File: src/rtl/alu_share_arbiter.sv
// Round-robin arbiter that shares one 32-bit logic/arith unit between two requesters.
// One op per three cycles: grant (IDLE), compute (EXEC), respond with done pulse (RESP).
module alu_share_arbiter #(
  parameter int WIDTH = 32,
  parameter int OP_W  = 3
) (
  input  logic             clk,
  input  logic             rst_n,
  input  logic             req0,
  input  logic [OP_W-1:0]  op0,
  input  logic [WIDTH-1:0] a0,
  input  logic [WIDTH-1:0] b0,
  input  logic             req1,
  input  logic [OP_W-1:0]  op1,
  input  logic [WIDTH-1:0] a1,
  input  logic [WIDTH-1:0] b1,
  output logic             gnt0,
  output logic             gnt1,
  output logic             done0,
  output logic             done1,
  output logic [WIDTH-1:0] result,
  output logic             zero,
  output logic             ovf,
  output logic             busy
);

  typedef enum logic [1:0] {
    IDLE = 2'd0,
    EXEC = 2'd1,
    RESP = 2'd2
  } state_t;

  localparam logic [OP_W-1:0] OP_AND  = OP_W'(0);
  localparam logic [OP_W-1:0] OP_OR   = OP_W'(1);
  localparam logic [OP_W-1:0] OP_NOR  = OP_W'(2);
  localparam logic [OP_W-1:0] OP_XOR  = OP_W'(3);
  localparam logic [OP_W-1:0] OP_ADD  = OP_W'(4);
  localparam logic [OP_W-1:0] OP_SUB  = OP_W'(5);
  localparam logic [OP_W-1:0] OP_SLT  = OP_W'(6);
  localparam logic [OP_W-1:0] OP_SLTU = OP_W'(7);

  state_t           state_q, state_d;
  logic             prio_q, prio_d;
  logic             id_q, id_d;
  logic [OP_W-1:0]  op_q, op_d;
  logic [WIDTH-1:0] a_q, a_d;
  logic [WIDTH-1:0] b_q, b_d;
  logic [WIDTH-1:0] result_q, result_d;
  logic             zero_q, zero_d;
  logic             ovf_q, ovf_d;
  logic             done0_q, done0_d;
  logic             done1_q, done1_d;

  logic             pick1;
  logic [WIDTH-1:0] sum;
  logic [WIDTH-1:0] diff;
  logic             slt;
  logic             sltu;
  logic [WIDTH-1:0] alu_r;
  logic             alu_v;

  // prio_q = 0 favours requester 0 when both ask in the same cycle
  assign pick1 = req1 && (!req0 || prio_q);

  assign sum  = a_q + b_q;
  assign diff = a_q - b_q;
  assign slt  = $signed(a_q) < $signed(b_q);
  assign sltu = a_q < b_q;

  always_comb begin
    alu_r = '0;
    alu_v = 1'b0;
    case (op_q)
      OP_AND:  alu_r = a_q & b_q;
      OP_OR:   alu_r = a_q | b_q;
      OP_NOR:  alu_r = ~(a_q | b_q);
      OP_XOR:  alu_r = a_q ^ b_q;
      OP_ADD: begin
        alu_r = sum;
        alu_v = (a_q[WIDTH-1] == b_q[WIDTH-1]) && (sum[WIDTH-1] != a_q[WIDTH-1]);
      end
      OP_SUB: begin
        alu_r = diff;
        alu_v = (a_q[WIDTH-1] != b_q[WIDTH-1]) && (diff[WIDTH-1] != a_q[WIDTH-1]);
      end
      OP_SLT:  alu_r = {{(WIDTH-1){1'b0}}, slt};
      OP_SLTU: alu_r = {{(WIDTH-1){1'b0}}, sltu};
      default: alu_r = '0;
    endcase
  end

  always_comb begin
    state_d  = state_q;
    prio_d   = prio_q;
    id_d     = id_q;
    op_d     = op_q;
    a_d      = a_q;
    b_d      = b_q;
    result_d = result_q;
    zero_d   = zero_q;
    ovf_d    = ovf_q;
    done0_d  = 1'b0;
    done1_d  = 1'b0;
    gnt0     = 1'b0;
    gnt1     = 1'b0;
    case (state_q)
      IDLE: begin
        if (rst_n && (req0 || req1)) begin
          gnt0    = !pick1;
          gnt1    = pick1;
          id_d    = pick1;
          op_d    = pick1 ? op1 : op0;
          a_d     = pick1 ? a1 : a0;
          b_d     = pick1 ? b1 : b0;
          state_d = EXEC;
        end
      end
      EXEC: begin
        result_d = alu_r;
        zero_d   = (alu_r == '0);
        ovf_d    = alu_v;
        done0_d  = !id_q;
        done1_d  = id_q;
        state_d  = RESP;
      end
      RESP: begin
        // Only a completed op hands priority to the other requester
        prio_d  = !id_q;
        state_d = IDLE;
      end
      default: state_d = IDLE;
    endcase
  end

  always_ff @(posedge clk) begin
    if (!rst_n) begin
      state_q  <= IDLE;
      prio_q   <= 1'b0;
      id_q     <= 1'b0;
      op_q     <= '0;
      a_q      <= '0;
      b_q      <= '0;
      result_q <= '0;
      zero_q   <= 1'b0;
      ovf_q    <= 1'b0;
      done0_q  <= 1'b0;
      done1_q  <= 1'b0;
    end else begin
      state_q  <= state_d;
      prio_q   <= prio_d;
      id_q     <= id_d;
      op_q     <= op_d;
      a_q      <= a_d;
      b_q      <= b_d;
      result_q <= result_d;
      zero_q   <= zero_d;
      ovf_q    <= ovf_d;
      done0_q  <= done0_d;
      done1_q  <= done1_d;
    end
  end

  assign done0  = done0_q;
  assign done1  = done1_q;
  assign result = result_q;
  assign zero   = zero_q;
  assign ovf    = ovf_q;
  assign busy   = (state_q != IDLE);

endmodule

File: config.mk
export PLATFORM = sky130hd
export DESIGN_NAME = alu_share_arbiter
export DESIGN_NICKNAME = d
export VERILOG_FILES = /design/src/rtl/alu_share_arbiter.sv
export SDC_FILE = /design/constraint.sdc
export NUM_CORES = 1
export LEC_CHECK = 0
export ABC_AREA = 1
export CORE_MARGIN = 2
export CORE_UTILIZATION = 25
export DETAILED_ROUTE_END_ITERATION = 12
export GPL_ROUTABILITY_DRIVEN = 1
export HOLD_SLACK_MARGIN = 0.06
export PLACE_DENSITY = 0.46
export SETUP_SLACK_MARGIN = 0.05
export SKIP_LAST_GASP = 1
export SYNTH_ARGS = -nofsm -noshare
export SYNTH_HDL_FRONTEND = slang
export SYNTH_SLANG_ARGS = --single-unit
File: constraint.sdc
create_clock -name clk -period 5.45 [get_ports clk]
set_clock_uncertainty 0.15 [all_clocks]
set_input_delay 0.8175 -clock clk [delete_from_list [all_inputs] [get_ports clk]]
set_output_delay 0.8175 -clock clk [all_outputs]
set_load 0.05 [all_outputs]
* Word level (Yosys, flattened, before mapping)
Cells that the tools add are included.
Storage, ports and cells: register bits 107, output and inout port bits 39
Cells by class: reductions and logical operators 15, bitwise gates (word level) 4, equality and inequality tests 14, order comparisons 2, add/sub/neg operators 2, mux-type cells 11
Operators by type and width (number):
- one-hot mux 32 bit (8 select lines) | 1
- < comparator 32 bit | 2
- 2-to-1 mux 32 bit | 2
- adder 32 bit | 1
- bitwise AND 32 bit | 1
- zero test 32 bit | 1
- NOT 32 bit | 1
- bitwise OR 32 bit | 1
- subtractor 32 bit | 1
- XOR 32 bit | 1
- equality test 3 bit (second input constant) | 4
- equality test 3 x 2 -> 1 bit (second input constant) | 2
- logical AND 1 bit | 4
- 2-to-1 mux 1 bit | 4
- one-hot mux 2 bit (2 select lines) | 1
- AND reduction 2 bit | 2
- equality test 3 x 1 -> 1 bit (second input constant) | 1
- zero test 1 bit | 3
- zero test 3 bit | 1
- 2-to-1 mux 3 bit | 1
- inequality test 1 bit | 3
- equality test 2 x 1 -> 1 bit (second input constant) | 1
- equality test 2 bit (second input constant) | 1
- zero test 2 bit | 1
- 6 further kinds | 7

* Logic depth before layout (Yosys ltp)
Gate-level depths: netlist of the first run.
word-level depth 6, depth in mapped cells 22, mapped depth without buffers 21

* Worst setup path after synthesis of the first run
No wires, ideal clock.
path kind input -> output, from input req0, to output gnt0, arrival 2.030 ns, stages on the path 5, setup slack 2.452 ns, cell sequence o21ai_0 nor2_1 clkinv_1 nor2_1 clkbuf_1
On the way: longest elaborated chain between the ends 6, elaborated cells between the ends (all ways) 8, classes of those cells 2 x mux; 6 x reduce/logical
RTL lines:
- start, declared | line 9 | input logic req0,
- zero test 1 bit | line 63 | assign pick1 = req1 && (!req0 || prio_q);
- logical OR 1 bit | line 63
- logical AND 1 bit | line 63
- zero test 1 bit | line 109 | gnt0 = !pick1;
- 2-to-1 mux 1 bit (*) | line 108 | if (rst_n && (req0 || req1)) begin
- 2-to-1 mux 1 bit (*) | line 106 | case (state_q)
- end, declared | line 17 | output logic gnt0,
Mark *: on every way between the ends. The rest lies on a longest branch, timed or not.

* Worst setup path after layout of the first run
from input rst_n, to output gnt1
On the way: longest elaborated chain between the ends 3
RTL lines:
- start, declared | line 8 | input logic rst_n,
- logical AND 1 bit | line 108
- 2-to-1 mux 1 bit | line 108
- 2-to-1 mux 1 bit | line 106
- end, declared | line 18 | output logic gnt1,
No other way between the ends.

==> reports/results.txt, run 1 <==
die area: 45000 sq um
GR Overflow Total: 0
I/O pins: 177
Max FO, Critical Path: 34
syn_area_per_cell: 5.70 sq um
DRC viols: 0
Root Buffer: clkbuf_16
CP arrival: 2560 ps
slew of the pin with the lowest slew margin: 1070 ps
count of different cell masters after synthesis: 39
post-CTS sizing: 0
Seq/Total Area, Yosys: 19.8%
Hold WC Path Type: reg -> reg
Rows: 76
WL per Instance: 17.7 microns
Starting Density: 25.2%
first-pass GRT wire length: 70.5 mm
vias in the first global route: 12100
Critical Path Max Stage Delay: 460 ps
final setup vio count: 0
Total GRT Usage: 20.7%
vias: 12500
HPWL after DPL: 37.9 mm
Die Ht: 212 microns
Pins Over Slew Limit: 0
count of hold-fix buffers inserted at cts: 0
Synth area leaders: nand2_1 21%, dfxtp_1 20%, ha_1 11%
Slew HR: 28.2%
syn_nets: 2136
Syn Std Cell Area: 10800 sq um
most frequent cell after synthesis: nand2_1
Crit Path Class: in -> out
Max-Cap Viols: 0
ANT nets after route: 0
vias per inst: 4.79
fillers: 4908
total power: 3060 uW
Chip Width: 212 microns
Peak VDD IR: 142 uV
cell count after synthesis: 1899
RePlAce Congestion: 0.932
Routed WL: 46.2 mm
post-route worst setup slack: 1930 ps
first drt pass iteration count: 6
Sw Pwr: 1380 uW
CTS tree: done
Comb pwr share: 46.9%
final core utilization: 31.1%
TritonCTS Buffers: 9
Top Metal Used: met4
top achievable clock speed: 0.284 GHz
port bufs: 176
Clock transition at path regs: 70 ps
CTS Buffer Depth: 2
Sw Ratio: 44.9%
final hold violation count: 0
Post-CTS Setup Bufs: 0
WP data required: 4480 ps
core area: 42900 sq um
placed cell count: 2591
top-area cell type share of the netlist area: 20.8%
WL met1: 22.4 mm
RSZ-0062 raised after global routing: false
crit end category: primary output
result of the run: completed
DRT iter0 DRCs: 1029
pre-CTS WS: 1840 ps
top cells by count, synth: 601 x nand2_1, 282 x inv_1, 226 x nor2_1
FFs w/ async S/R, synth: 0%
H-tree depth: 3
Sink Count: 107
met3 wire length: 3.12 mm
worst skew pair latency: 370 ps
Synth Flop Type: dfxtp_1
Most common cell on crit path: buf_4
Yosys warnings: 0
fraction of final layout cells sized beyond drive strength 1: 2.92%
non-filler cells, final: 2607
Synth Register Bits: 107
Area growth, synth to finish: 23.2%
initial antenna violation count: 0
wire length on met2: 19.8 mm
area leader, netlist: nand2_1
Final Critical Period: 3520 ps
setup TNS: 0 ps
diodes inserted: 0
fin nets: 2254
largest net degree at the start of global routing: 69
CP cell instances: clkdlybuf4s50_1 -> buf_4 -> o21ai_0 -> nor2_1 -> inv_2 -> nor2_4 -> buf_4
number of synthesized flops with an enable pin: 0
internal cell power: 1690 uW
Seq pwr share: 29.4%
CP max stage cell: clkdlybuf4s50_1
pwr dens: 230 nW/um^2
Final period util: 64.7%
Clock power frac: 23.6%
Setup crit start kind: input pin
leakage: 0.00595 uW
power groups by stage:
stage	clock network [uW]	registers, uW	logic [uW]
final	724	902	1440
after global routing	774	914	1600
after CTS	749	904	1430
after detailed placement	0	922	1420
after global placement	0	920	1420
after floorplan	0	979	862
per-layer routing:
metal  vias to the layer above  global-route usage, %
met1                      5756                   29.9
met2                       401                   32.2
li1                       6299                      -
met5                         -                      0
met4                         0                   5.22
met3                        44                   2.63
critical path: cells and delay by family:
kind / cells / cell delay, ps
buffers and inverters: 4 / 1240
AND/OR/NAND/NOR: 2 / 320
AO/OA/AOI/OAI: 1 / 150
area by class of cell:
class                   count  area [sq um]  area share (%)
clock inverters             5          60.1           0.450
well taps                 585           732            5.49
multi-input cells        1421          7210            54.0
inverters                 291          1090            8.19
clock buffers              11           253            1.90
repair buffers            187          1850            13.9
flip-flops and latches    107          2140            16.1
metrics by stage:
step / hold WS [ps] / area [sq um]
final: 323 / 13300
after global routing: 348 / 13300
after CTS: 328 / 13300
after detailed placement: 321 / 13000
after global placement: 320 / 13000
after floorplan: 276 / 10800
flip-flops by register name, summed over array words and instances, names as in the netlist, 2 cells and up:
name     count
a_q         32
b_q         32
result      32
op_q         3
state_q      2
cell families (layout without fill, tap and decap cells):
family / count (synthesis) / in the layout / share of synthesized area [%]
XOR/XNOR: 2 / 2 / 0.162
buffers and inverters: 371 / 494 / 13.9
flip-flops: 107 / 107 / 19.8
AND/OR/NAND/NOR: 1069 / 1069 / 40.9
AO/OA/AOI/OAI: 251 / 251 / 13.6
adder cells (fa/ha/maj): 99 / 99 / 11.6
worst paths after layout:
| path | start | endpoint | slack (ps) | cells after the start |
|---|---|---|---|---|
| min | id_q | done0 | 320 | 1 |
| min reg2reg | id_q | done0 | 320 | 1 |
| max | rst_n | gnt1 | 1930 | 7 |
| max reg2reg | a_q[1] | zero | 2010 | 17 |
cell usage in the layout (no fill, tap or decap), types with 2 or more instances in the layout:
| master | n |
|---|---|
| nand2_1 | 601 |
| inv_1 | 281 |
| nor2_1 | 222 |
| clkdlybuf4s50_1 | 174 |
| nand3_1 | 161 |
| dfxtp_1 | 107 |
| ha_1 | 97 |
| o21ai_0 | 74 |
| a31oi_1 | 71 |
| a21oi_1 | 68 |
| nand4_1 | 47 |
| nor3_1 | 17 |
| a221oi_1 | 17 |
| buf_4 | 12 |
| inv_2 | 10 |
| clkbuf_16 | 9 |
| a211oi_1 | 6 |
| nor2_4 | 5 |
| o21ai_1 | 4 |
| nand2_2 | 3 |
| nor3_2 | 3 |
| nand3b_1 | 3 |
| nand3_2 | 3 |
| o21bai_1 | 2 |
| and3_1 | 2 |
| a21boi_0 | 2 |
| a221oi_2 | 2 |
| xor2_1 | 2 |
| fa_1 | 2 |
| clkbuf_8 | 2 |
No activity file was read; power rests on OpenSTA's default activity.
==> inputs of run 2 (changes only) <==
PLACE_DENSITY = 0.48   (was 0.46)
clock period = 2.95 ns   (was 5.45 ns; I/O delays follow)
==> run 2 against run 1 <==
  * Wire length is 14% higher
  * Sequential cell count stayed put
  * Sequential power is 80% higher
  * Combinational power grew to 2.5 times the previous value
  * Cell count is 11% higher
  * Non-clock buffer count is 299 higher
  * Cell area is 21% higher
  * Power is 120% higher
  * Die area stayed put
  * Register-to-register slack worse by 1900 ps
  * Setup slack worse by 1800 ps
  * Critical path type is now reg -> reg
  * Critical endpoint is now zero
  * Largest power group unchanged
  * Highest routed layer is now met5
==> reports/results.txt, run 2 (same netlist as run 1, synthesis figures left out) <==
ANT nets after route: 0 (unchanged)
core area: 42900 sq um (unchanged)
commonest non-fill, non-tap cell in the layout: nand2_1
internal cell power: 3720 uW (+120%)
first-pass GRT wire length: 78.9 mm (+12%)
vias: 13600 (+8.6%)
Chip Width: 212 microns (unchanged)
Final period util: 95.7%
Clock power frac: 20.2% (-3.4 points)
final setup vio count: 0 (unchanged)
Seq pwr share: 24.4% (-5.0 points)
Pins Over Slew Limit: 0 (unchanged)
Root Buffer: clkbuf_16
die area: 45000 sq um (unchanged)
CTS Buffer Depth: 2 (unchanged)
Clock transition at path regs: 80 ps (about the same)
diodes inserted: 0 (unchanged)
Max FO, Critical Path: 4 (-88%)
placed cell count: 2877 (+11%)
H-tree depth: 3 (unchanged)
TritonCTS Buffers: 9 (unchanged)
top achievable clock speed: 0.354 GHz
port bufs: 176 (unchanged)
Total GRT Usage: 23.6% (+3.0 points)
Comb pwr share: 55.4% (+8.5 points)
I/O pins: 177 (unchanged)
WL per Instance: 18.1 microns (+2.1%)
Starting Density: 25.2% (unchanged)
Critical path origin: a_q[6]
DRC viols: 0 (unchanged)
setup TNS: 0 ps (unchanged)
initial antenna violation count: 1 (+1)
final instance area: 16200 sq um (+21%)
Sw Ratio: 43.8% (-1.1 points)
largest net degree at the start of global routing: 55 (-20%)
vias per inst: 4.67 (-2.5%)
slew of the pin with the lowest slew margin: 896 ps (-177 ps)
RePlAce Congestion: 0.938 (+0.57%)
fin nets: 2553 (+13%)
worst reg2reg path endpoint: zero
Routed WL: 52.6 mm (+14%)
final core utilization: 37.7% (+6.6 points)
commonest cells after routing, fill and taps aside: 571 x nand2_1, 301 x buf_4, 274 x inv_1
pwr dens: 410 nW/um^2 (+78%)
Area growth, synth to finish: 49.5%
Rows: 76 (unchanged)
Max-Cap Viols: 0 (unchanged)
Register-to-Register Path Depth: 21 (+4)
HPWL after DPL: 44.6 mm (+18%)
CTS tree: done
fraction of final layout cells sized beyond drive strength 1: 21.1% (+18 points)
WP data required: 3140 ps (-1340 ps)
Slew HR: 40.2% (+12 points)
Final Critical Period: 2820 ps
total power: 6630 uW (+120%)
first drt pass iteration count: 7 (+1)
Sink Count: 107 (unchanged)
GR Overflow Total: 0 (unchanged)
Die Ht: 212 microns (unchanged)
CP arrival: 3010 ps (+450 ps)
CP Capture Point: zero
result of the run: completed
r2r startpoint: a_q[6]
RSZ-0062 raised after global routing: true
Sw Pwr: 2900 uW (+110%)
vias in the first global route: 13200 (+8.6%)
DP Area: 15300 sq um (+17%)
Crit Path Class: reg -> reg
Hold WC Path Type: reg -> reg
final hold violation count: 0 (unchanged)
leakage: 0.00752 uW (+26%)
crit end category: flop
worst skew pair latency: 410 ps (+40 ps)
worst reg-to-reg setup slack: 130 ps (-1880 ps)
Peak VDD IR: 238 uV (+67%)
non-filler cells, final: 2906 (+11%)
DRT iter0 DRCs: 1005 (-2.3%)
Setup crit start kind: flop
count of hold-fix buffers inserted at cts: 0 (unchanged)
## run 2: per-layer routing
| metal | vias to the layer above | GRT usage [%] | routed length, microns |
|---|---|---|---|
| met4 | 2 | 6.82 | 988 |
| met3 | 51 | 3.41 | 3320 |
| li1 | 6900 | - | - |
| met1 | 6178 | 35.4 | 26900 |
| met5 | - | 0 | 13 |
| met2 | 448 | 34.7 | 21400 |
## run 2: worst min path at each step
stage               depth (start not counted)  slack [ps]  endpoint  startpoint
finish                                      1         350     done0        id_q
global route                                1         370     done0        id_q
global placement                            1         330     done0        id_q
detailed placement                          1         310     done0        id_q
floorplan                                   1         280     done0        id_q
CTS                                         1         340     done0        id_q
## run 2: area by class of cell
| type | instances | area, sq um |
|---|---|---|
| fillers | 4733 | 26700 |
| inverters | 291 | 1090 |
| flip-flops and latches | 107 | 2150 |
| clock inverters | 7 | 86.3 |
| clock buffers | 9 | 225 |
| well taps | 585 | 732 |
| repair buffers | 486 | 4200 |
| multi-input cells | 1421 | 7700 |
## run 2: critical path, cell delays in order (launching register included)
cell     delay [ps]
dfxtp_1         340
inv_1            70
ha_4            240
buf_4           140
buf_4           150
nor2_4          130
inv_2            80
nor2_2          120
nand3_2          90
nand2_2         100
nand2_1          60
nand3_1          70
nand3_1          80
nor2_2          150
nand2_1          80
nor2_2          110
nand3_1          90
nor2_1          130
nand2_1          90
nor2_1           90
nand3_1          70
a21oi_1         120
## run 2: per-stage QoR
stage | setup WS, ps | hold WS, ps
global route | -40.7 | 368
finish | 126 | 349
floorplan | 367 | 276
CTS | 52.9 | 342
global placement | -185 | 330
detailed placement | -163 | 310
## run 2: power by group through the flow
stage / Sequential [uW] / Clock, uW / Combinational (uW)
after CTS: 1620 / 1390 / 3450
final: 1620 / 1340 / 3670
after detailed placement: 1650 / 0 / 3390
after floorplan: 1810 / 0 / 1590
after global routing: 1640 / 1440 / 3990
after global placement: 1650 / 0 / 3390
## run 2: repair_timing
item	in CTS	in global routing
setup endpoints to repair	4	13
pin swaps	5	28
resized for setup	31	123
setup buffers	3	10
gates cloned	0	0
